<file path="src/rtl/game_sprite_mover_pkg.sv">
// Shared geometry, widths and types for the sprite position/velocity engine.
package game_sprite_mover_pkg;

    localparam int unsigned SCREEN_W       = 640;
    localparam int unsigned SCREEN_H       = 480;
    localparam int unsigned X_WIDTH        = 10;
    localparam int unsigned Y_WIDTH        = 10;
    localparam int unsigned DXY_WIDTH      = 3;
    localparam int unsigned DEF_SPRITE_W   = 8;
    localparam int unsigned DEF_SPRITE_H   = 8;
    localparam int unsigned DEF_UPDATE_DIV = 2;

    typedef logic signed [X_WIDTH:0]     xpos_t;
    typedef logic signed [Y_WIDTH:0]     ypos_t;
    typedef logic signed [DXY_WIDTH-1:0] dxy_t;
    typedef logic signed [X_WIDTH+1:0]   xcmp_t;
    typedef logic signed [Y_WIDTH+1:0]   ycmp_t;
    typedef logic [X_WIDTH-1:0]          xpix_t;
    typedef logic [Y_WIDTH-1:0]          ypix_t;

    // True when a sw x sh box anchored at (x,y) lies entirely on the visible screen.
    function automatic logic box_on_screen(xpos_t x, ypos_t y, int unsigned sw, int unsigned sh);
        xcmp_t xs;
        ycmp_t ys;
        xs = xcmp_t'(x);
        ys = ycmp_t'(y);
        return !xs[X_WIDTH+1] && (xs <= xcmp_t'(SCREEN_W - sw)) &&
               !ys[Y_WIDTH+1] && (ys <= ycmp_t'(SCREEN_H - sh));
    endfunction

endpackage

</file>
<file path="src/rtl/game_sprite_mover_if.sv">
// Control strobes, start values, pixel probe and results between the game FSM and one sprite.
interface game_sprite_mover_if;
    import game_sprite_mover_pkg::*;

    logic  frame_strobe;
    logic  write_xy;
    xpos_t x_in;
    ypos_t y_in;
    logic  write_dxy;
    dxy_t  dx_in;
    dxy_t  dy_in;
    logic  enable_update;
    xpix_t pixel_x;
    ypix_t pixel_y;
    xpos_t x;
    ypos_t y;
    logic  within_screen;
    logic  moved;
    logic  hit;

    modport master (
        output frame_strobe, write_xy, x_in, y_in, write_dxy, dx_in, dy_in,
               enable_update, pixel_x, pixel_y,
        input  x, y, within_screen, moved, hit
    );

    modport slave (
        input  frame_strobe, write_xy, x_in, y_in, write_dxy, dx_in, dy_in,
               enable_update, pixel_x, pixel_y,
        output x, y, within_screen, moved, hit
    );

endinterface

</file>
<file path="src/rtl/game_sprite_mover_hit.sv">
// Registered pixel-in-bounding-box comparator; shared with the collision detector.
module game_sprite_hit
    import game_sprite_mover_pkg::*;
#(
    parameter int unsigned SPRITE_W = DEF_SPRITE_W,
    parameter int unsigned SPRITE_H = DEF_SPRITE_H
) (
    input  logic  clk,
    input  logic  reset_n,
    input  xpos_t x_i,
    input  ypos_t y_i,
    input  xpix_t pixel_x_i,
    input  ypix_t pixel_y_i,
    output logic  hit_o
);

    xcmp_t px, xs;
    ycmp_t py, ys;
    logic  hit_d, hit_q;

    // Pixel coordinates are zero-extended, positions sign-extended, so an off-screen box never matches.
    always_comb begin
        px    = xcmp_t'({2'b00, pixel_x_i});
        py    = ycmp_t'({2'b00, pixel_y_i});
        xs    = xcmp_t'(x_i);
        ys    = ycmp_t'(y_i);
        hit_d = (px >= xs) && (px < xs + xcmp_t'(SPRITE_W)) &&
                (py >= ys) && (py < ys + ycmp_t'(SPRITE_H));
    end

    always_ff @(posedge clk) begin
        if (!reset_n) hit_q <= 1'b0;
        else          hit_q <= hit_d;
    end

    assign hit_o = hit_q;

endmodule

</file>
<file path="src/rtl/game_sprite_mover.sv">
// Per-sprite position/velocity engine: divided frame-rate stepping, freeze when off screen.
module game_sprite_mover
    import game_sprite_mover_pkg::*;
#(
    parameter int unsigned SPRITE_W   = DEF_SPRITE_W,
    parameter int unsigned SPRITE_H   = DEF_SPRITE_H,
    parameter int unsigned UPDATE_DIV = DEF_UPDATE_DIV
) (
    input  logic                clk,
    input  logic                reset_n,
    game_sprite_mover_if.slave  bus
);

    localparam int unsigned CW = (UPDATE_DIV > 1) ? $clog2(UPDATE_DIV) : 1;
    localparam logic [CW-1:0] CNT_LAST = CW'(UPDATE_DIV - 1);

    xpos_t         x_q, x_d;
    ypos_t         y_q, y_d;
    dxy_t          dx_q, dx_d, dy_q, dy_d;
    logic [CW-1:0] cnt_q, cnt_d;
    logic          within_q, within_d;
    logic          moved_q, moved_d;
    logic          advance, step;
    logic          hit;

    // A load always wins over a due step and restarts the divider.
    always_comb begin
        x_d      = x_q;
        y_d      = y_q;
        dx_d     = dx_q;
        dy_d     = dy_q;
        cnt_d    = cnt_q;
        advance  = bus.frame_strobe && bus.enable_update && within_q;
        step     = advance && (cnt_q == CNT_LAST) && !bus.write_xy;

        if (!bus.enable_update || bus.write_xy) cnt_d = '0;
        else if (advance)                       cnt_d = (cnt_q == CNT_LAST) ? '0 : cnt_q + CW'(1);

        if (bus.write_xy) begin
            x_d = bus.x_in;
            y_d = bus.y_in;
        end else if (step) begin
            x_d = x_q + xpos_t'(dx_q);
            y_d = y_q + ypos_t'(dy_q);
        end

        if (bus.write_dxy) begin
            dx_d = bus.dx_in;
            dy_d = bus.dy_in;
        end

        moved_d  = step;
        within_d = box_on_screen(x_d, y_d, SPRITE_W, SPRITE_H);
    end

    always_ff @(posedge clk) begin
        if (!reset_n) begin
            x_q      <= '0;
            y_q      <= '0;
            dx_q     <= '0;
            dy_q     <= '0;
            cnt_q    <= '0;
            within_q <= 1'b1;
            moved_q  <= 1'b0;
        end else begin
            x_q      <= x_d;
            y_q      <= y_d;
            dx_q     <= dx_d;
            dy_q     <= dy_d;
            cnt_q    <= cnt_d;
            within_q <= within_d;
            moved_q  <= moved_d;
        end
    end

    game_sprite_hit #(
        .SPRITE_W (SPRITE_W),
        .SPRITE_H (SPRITE_H)
    ) u_hit (
        .clk       (clk),
        .reset_n   (reset_n),
        .x_i       (x_q),
        .y_i       (y_q),
        .pixel_x_i (bus.pixel_x),
        .pixel_y_i (bus.pixel_y),
        .hit_o     (hit)
    );

    assign bus.x             = x_q;
    assign bus.y             = y_q;
    assign bus.within_screen = within_q;
    assign bus.moved         = moved_q;
    assign bus.hit           = hit;

endmodule

</file>
<file path="src/flat_wrapper.sv">
// flat-port wrapper written by rule: the top's interface ports become plain ports
module game_sprite_mover_flat import game_sprite_mover_pkg::*;
#(
    parameter int unsigned SPRITE_W   = DEF_SPRITE_W,
    parameter int unsigned SPRITE_H   = DEF_SPRITE_H,
    parameter int unsigned UPDATE_DIV = DEF_UPDATE_DIV
)
  (clk, reset_n, bus_frame_strobe, bus_write_xy, bus_x_in, bus_y_in, bus_write_dxy, bus_dx_in, bus_dy_in, bus_enable_update, bus_pixel_x, bus_pixel_y, bus_x, bus_y, bus_within_screen, bus_moved, bus_hit);
  game_sprite_mover_if bus_i ();
  input  logic clk;
  input  logic reset_n;
  input wire logic [$bits(bus_i.frame_strobe)-1:0] bus_frame_strobe;
  input wire logic [$bits(bus_i.write_xy)-1:0] bus_write_xy;
  input wire logic [$bits(bus_i.x_in)-1:0] bus_x_in;
  input wire logic [$bits(bus_i.y_in)-1:0] bus_y_in;
  input wire logic [$bits(bus_i.write_dxy)-1:0] bus_write_dxy;
  input wire logic [$bits(bus_i.dx_in)-1:0] bus_dx_in;
  input wire logic [$bits(bus_i.dy_in)-1:0] bus_dy_in;
  input wire logic [$bits(bus_i.enable_update)-1:0] bus_enable_update;
  input wire logic [$bits(bus_i.pixel_x)-1:0] bus_pixel_x;
  input wire logic [$bits(bus_i.pixel_y)-1:0] bus_pixel_y;
  output wire logic [$bits(bus_i.x)-1:0] bus_x;
  output wire logic [$bits(bus_i.y)-1:0] bus_y;
  output wire logic [$bits(bus_i.within_screen)-1:0] bus_within_screen;
  output wire logic [$bits(bus_i.moved)-1:0] bus_moved;
  output wire logic [$bits(bus_i.hit)-1:0] bus_hit;
  assign bus_i.frame_strobe = bus_frame_strobe;
  assign bus_i.write_xy = bus_write_xy;
  assign bus_i.x_in = bus_x_in;
  assign bus_i.y_in = bus_y_in;
  assign bus_i.write_dxy = bus_write_dxy;
  assign bus_i.dx_in = bus_dx_in;
  assign bus_i.dy_in = bus_dy_in;
  assign bus_i.enable_update = bus_enable_update;
  assign bus_i.pixel_x = bus_pixel_x;
  assign bus_i.pixel_y = bus_pixel_y;
  assign bus_x = bus_i.x;
  assign bus_y = bus_i.y;
  assign bus_within_screen = bus_i.within_screen;
  assign bus_moved = bus_i.moved;
  assign bus_hit = bus_i.hit;
  game_sprite_mover #(.SPRITE_W(SPRITE_W), .SPRITE_H(SPRITE_H), .UPDATE_DIV(UPDATE_DIV)) u_core (.clk(clk), .reset_n(reset_n), .bus(bus_i));
endmodule
</file>
<file path="config.mk">
export PLATFORM = sky130hd
export DESIGN_NAME = game_sprite_mover_flat
export DESIGN_NICKNAME = d
export VERILOG_FILES = /design/src/rtl/game_sprite_mover_pkg.sv /design/src/rtl/game_sprite_mover_if.sv /design/src/rtl/game_sprite_mover_hit.sv /design/src/rtl/game_sprite_mover.sv /design/src/flat_wrapper.sv
export SDC_FILE = /design/constraint.sdc
export NUM_CORES = 1
export LEC_CHECK = 0
export ABC_CLOCK_PERIOD_IN_PS = 4850
export BUFFER_PORTS_ARGS = -buffer_cell sky130_fd_sc_hd__buf_2
export CAP_MARGIN = 0
export CORE_UTILIZATION = 55
export DETAILED_ROUTE_END_ITERATION = 10
export PLACE_DENSITY = 0.81
export SYNTH_ARGS = -nofsm -noshare
export SYNTH_HDL_FRONTEND = slang
export SYNTH_SLANG_ARGS = --single-unit
</file>
<file path="constraint.sdc">
create_clock -name clk -period 4.85 [get_ports clk]
set_input_delay 0.485 -clock clk [delete_from_list [all_inputs] [get_ports clk]]
set_output_delay 0.485 -clock clk [all_outputs]
set_load 0.01 [all_outputs]
</file>
; Word level (Yosys, flattened, before mapping)
; Index checks and enable logic that the tools add are counted.
[op_classes]
n_addsub = 5
magnitude_cmp = 6
muxes = 5
bitwise_logic = 1
reduce_logical = 16
[ops]
columns = cell, n
row1 = $mux 11, 4
row2 = $add 11x5->12 const B, 2
row3 = $lt 11x12->1, 2
row4 = $add 11x3->11, 2
row5 = $ge 11x11->1, 2
row6 = $le 11x10->1 const B, 1
row7 = $le 11x11->1 const B, 1
row8 = $logic_and 1x1->1, 10
row9 = $logic_not 1->1, 4
row10 = $reduce_or 2->1, 1
row11 = $add 1x1->1 const B, 1
row12 = $logic_or 1x1->1, 1
row13 = $mux 1, 1
row14 = $not 1->1, 1
[totals]
reg_bits = 32
in_bits = 54
output_inout_bits = 25
wordCells = 41

; Depth between registers and ports, before layout
[depth]
depth_word = 10
ltp_mapped = 11
depth_no_buf = 11

; Modules after synthesis
; Synthesis repeated with hierarchy kept, for this count alone.
[hier_totals]
cells_unflattened = 415
area_unflattened_um2 = 3372.0
[by_module_without_submodules]
columns = module, n_inst, cells_each, area_per_inst_um2, seq_area_each_um2
row1 = game_sprite_mover, 1, 272, 2260.9, 620.6
row2 = game_sprite_hit, 1, 143, 1111.1, 20.0

; Least setup slack after synthesis
; Ideal clock, no wire load.
[synth_path]
path_kind = register to register
from = register u_core.x_q[0], in the netlist u_core.bus.x[0]
to = register u_core.within_q, in the netlist u_core.bus.within_screen
setup_ps = 127
arrival_time_ps = 2442
required_time_ps = 4723
slack_ps = 2281
path_stages_with_launch = 12
path_buffers = 0
period_less_slack_ps = 2569
path_cell_list = dfxtp_1 ha_1 inv_1 fa_1 nor2b_4 o21ai_0 a211oi_2 o22a_1 o211ai_1 or4_1 a311oi_1 nor4_1
[synth_between]
elab_chain_cells = 7
elab_cells_between_ends = 8
classes_between = 1 x add/sub / 1 x order compare / 2 x mux / 4 x reduce/logical
[synth_rtl]
columns = element, line_no
row1 = start: declaration, game_sprite_mover.sv:17  ; xpos_t x_q, x_d;
row2 = start signal: assignment, game_sprite_mover.sv:58  ; x_q <= '0;
row3 = start signal: assignment, game_sprite_mover.sv:66  ; x_q <= x_d;
row4 = $add 11x3->11, game_sprite_mover.sv:43  ; x_d = x_q + xpos_t'(dx_q);
row5 = $mux 11 *, game_sprite_mover.sv:42  ; end else if (step) begin
row6 = $mux 11 *, game_sprite_mover.sv:39  ; if (bus.write_xy) begin
row7 = $le 11x11->1 / $logic_not 1->1 (equally long branches), game_sprite_mover_pkg.sv:27  ; return !xs[X_WIDTH+1] && (xs <= xcmp_t'(SCREEN_W - sw)) &&
row8 = $logic_and 1x1->1 * (2 in a row), game_sprite_mover_pkg.sv:27
row9 = $logic_and 1x1->1 *, game_sprite_mover_pkg.sv:28  ; !ys[Y_WIDTH+1] && (ys <= ycmp_t'(SCREEN_H - sh));
row10 = end signal: assignment, game_sprite_mover.sv:71  ; within_q <= within_d;
row11 = end: declaration, game_sprite_mover.sv:21  ; logic within_q, within_d;
; Every way passes the cells marked *; elsewhere a longest branch is shown, timed or not.
; A chain may end at the register's enable or synchronous reset.

; Worst setup path in the final report
[layout_path]
from = register u_core.dx_q[2]
to = register u_core.within_q, in the netlist u_core.bus.within_screen
[layout_between]
elab_chain_cells = 7
elab_cells_between_ends = 8
classes_between = 1 x add/sub / 1 x order compare / 2 x mux / 4 x reduce/logical
[layout_rtl]
columns = element, line_no
row1 = start: declaration, game_sprite_mover.sv:19  ; dxy_t dx_q, dx_d, dy_q, dy_d;
row2 = start signal: assignment, game_sprite_mover.sv:60  ; dx_q <= '0;
row3 = start signal: assignment, game_sprite_mover.sv:68  ; dx_q <= dx_d;
row4 = $add 11x3->11 *, game_sprite_mover.sv:43
row5 = $mux 11 *, game_sprite_mover.sv:42
row6 = $mux 11 *, game_sprite_mover.sv:39
row7 = $le 11x11->1 / $logic_not 1->1 (equally long branches), game_sprite_mover_pkg.sv:27
row8 = $logic_and 1x1->1 * (2 in a row), game_sprite_mover_pkg.sv:27
row9 = $logic_and 1x1->1 *, game_sprite_mover_pkg.sv:28
; Marks and branches as above.

==> impl_metrics.csv <==
group,metric,value,unit
synth,syn-num-nets,528,
power_and_ir_drop,leakage,1.833,nW
die,start_util,0.5697,
power_and_ir_drop,p_int,0.0005475,W
clock_network,htreeDepth,2,
synth,synth_top_area_frac,0.2077,
placement,port_buffers,78,
die,core_area,5921,µm²
synth,avgSynthCellArea,8.109,µm²
global_routing,track_usage,0.2840,
clock_network,clk_pin_slew,70,ps
global_routing,met1_usage,0.3763,
power_and_ir_drop,p_sw,0.0002771,W
synth,synth.most_common_cell,"ha_1",
timing,slew_headroom,0.5037,
synth,synthTopCellsByArea,"ha_1 (21%), dfxtp_1 (19%), xnor2_1 (3.9%), inv_1 (3.7%), o21ai_0 (3.6%)",
clock_network,cts-hold-fix-buffers,0,
clock_network,cts.sinks,32,
power_and_ir_drop,p_comb_frac,0.308,
drt,wl,9114,µm
synth,yosysTopAreaCell,"ha_1",
synth,synthArstFlopShare,0,
timing,max_freq,345.0,MHz
layout,n_fill_cell,508,
synth,yosysWarnings,0,
timing,worst_pin_slew,742.6,ps
critical_path,crit_fanout,11,
clock_network,cts_buffers,5,
die,die_area,6451,µm²
placement,gp_congestion,0.9524,
critical_path,crit_path_start_kind,"register",
timing,skew,5.638,ps
critical_path,cp_data_arrival_time,3060,ps
placement,hpwl,7186,µm
global_routing,grt_first_pass_wirelength,14300,µm
hold_path,hp-class,"input port to register",
global_routing,gr-total-overflow,0,
drt,via_count,3454,
die,dieWidth,80.32,µm
synth,ys_seq_elements,32,
critical_path,required,5020,ps
clock_network,root_buffer,"clkbuf_8",
timing,rsz0062_at_grt,"false",
drt,wl_per_cell,16.13,µm
global_routing,use_met3,0.04432,
drt,drt_first_pass_iters,5,
power_and_ir_drop,vdd_drop_max,0.1610,mV
drt,dr.first_iter.drc_count,281,
timing,maxSlewViolCount,0,
critical_path,crit_type,"register to register",
synth,synth_edf_count,0,
clock_network,tritoncts,"built",
clock_network,insertion_delay,280,ps
layout,finalNetCount,601,
power_and_ir_drop,seqPwrFrac,0.370,
timing,hold_ws,437.1,ps
global_routing,grt_pass1_vias,3109,
die,die_h,80.32,µm
layout,antenna_cells,0,
timing,fin_ws,1951,ps
clock_network,clockBufferDepth,2,
synth,syn_inst,416,
power_and_ir_drop,sw_frac_of_total,0.3361,
synth,ys.flop_type,"dfxtp_1",
clock_network,cts_resized,0,
global_routing,grt_max_degree,39,
drt,route.detailed.drc,0,
synth,synthTopCellsByCount,"ha_1 (56), inv_1 (33), dfxtp_1 (32)",
run,maxCapViolations,0,
synth,synthesis.area,3373,µm²
synth,synth_cell_types,59,
clock_network,post_cts_buffers,0,
global_routing,grt_use_met2,0.4675,
power_and_ir_drop,cellPowerDensity,210.2,nW/µm²
critical_path,end_kind,"register",
timing,finalHoldViolations,0,
die,num_rows,28,
timing,period_share,0.5976,
drt,drt.antenna.violating_nets,0,
die,ioPinCount,79,
layout,drive_gt1_frac,0.2082,
run_status,outcome,"complete, no violations",
timing,period_needed,2899,ps
layout,area_delta_synth_final,16.32,%
global_routing,antenna_found_initial,0,
layout,final_util,0.6627,
global_routing,top_usage_layer,"met2",
timing,fin_tns_setup,0,ps
timing,setup_viol,0,
power_and_ir_drop,clkPwrFrac,0.322,
synth,yosysSeqAreaShare,0.1899,
placement,place_ws,1817,ps
drt,viasPerCell,6.113,
final cells by class:
type / count / area [µm²] / share of cell area
multi-input combinational: 337 / 2552 / 0.6505
sequential: 32 / 640.6 / 0.1633
timing repair buffer: 78 / 390.4 / 0.09949
inverter: 35 / 131.4 / 0.03348
tap: 75 / 93.84 / 0.02392
clock buffer: 5 / 68.82 / 0.01754
clock inverter: 3 / 46.29 / 0.01180
per-stage QoR:
| stage | cells | cell area (µm²) | total power, W |
|---|---|---|---|
| after global placement | 557 | 3809 | 0.0005498 |
| after detailed placement | 557 | 3809 | 0.0005595 |
| after global routing | 565 | 3924 | 0.0008698 |
| final | 565 | 3924 | 0.0008246 |
| after CTS | 565 | 3924 | 0.0008249 |
| after floorplan | 416 | 3373 | 0.0004734 |
final timing paths:
check                                            startpoint                                  end  slack [ps]  cells past startpoint
worst min-delay path                           bus_dy_in[1]          u_core.dy_q[1]$_SDFFE_PN0P_         440                      3
worst max-delay path            u_core.dx_q[2]$_SDFFE_PN0P_  u_core.bus.within_screen$_SDFF_PN1_        1950                      9
worst max register to register  u_core.dx_q[2]$_SDFFE_PN0P_  u_core.bus.within_screen$_SDFF_PN1_        1950                      9
worst min register to register  u_core.dx_q[0]$_SDFFE_PN0P_          u_core.dx_q[0]$_SDFFE_PN0P_         520                      2
critical path, stage by stage, from the launching register on:
cell	delay [ps]
dfxtp_1	600
ha_1	380
nor2b_4	150
o31a_1	290
a211oi_2	210
o22a_1	200
o211ai_1	70
or4_1	490
a311oi_1	280
nor4_1	100
kinds of logic (layout without fill, tap and decap cells):
kind of cell               count (synthesis)  in the layout  share of synthesized area
DFF                                       32             32                     0.1899
muxes                                     14             14                    0.04266
adders and majority gates                 58             58                     0.2196
xor gates and xnor gates                  21             21                    0.05453
and+or+nand+nor                          123            123                     0.1877
buffers and inverters                     47            121                    0.05341
AOI/OAI and AO/OA                        121            121                     0.2522
power groups by stage:
| stage | Sequential (W) | Combinational (W) | Clock (W) |
|---|---|---|---|
| 6_report | 0.000305 | 0.000254 | 0.000266 |
| 5_1_grt | 0.000307 | 0.000283 | 0.000279 |
| 4_1_cts | 0.000305 | 0.000251 | 0.000269 |
| 3_5_place_dp | 0.000311 | 0.000249 | 0 |
| 3_3_place_gp | 0.000310 | 0.000240 | 0 |
| 2_1_floorplan | 0.000308 | 0.000165 | 0 |
flip-flops by register name, summed over array words and instances, names as in the netlist:
name / count
u_core.u_hit.hit_o: 1
u_core.dx_q: 3
u_core.bus.within_screen: 1
u_core.bus.y: 11
u_core.cnt_q: 1
u_core.bus.x: 11
u_core.bus.moved: 1
u_core.dy_q: 3
placed cells by master (no fill, tap or decap), types with 5 or more instances in the layout:
cell,n
o21a_1,8
clkbuf_8,5
dfxtp_1,32
xnor2_1,15
mux2i_1,11
nor3_1,17
o21ai_0,24
nand2_1,26
inv_1,33
buf_2,78
xor2_1,6
nand4_1,6
nor2_1,24
nand3_1,14
o211ai_1,6
a21oi_1,23
a31oi_1,7
ha_1,56
and2_1,9
a21o_1,6
routing by layer:
| metal | vias to the layer above | wire [µm] | part of all wire |
|---|---|---|---|
| li1 | 1693 | - | - |
| met2 | 135 | 4352 | 0.48 |
| met5 | - | 0 | 0 |
| met1 | 1616 | 4172 | 0.46 |
| met3 | 10 | 485 | 0.053 |
| met4 | 0 | 104 | 0.011 |
No activity file was read; power rests on OpenSTA's default activity.
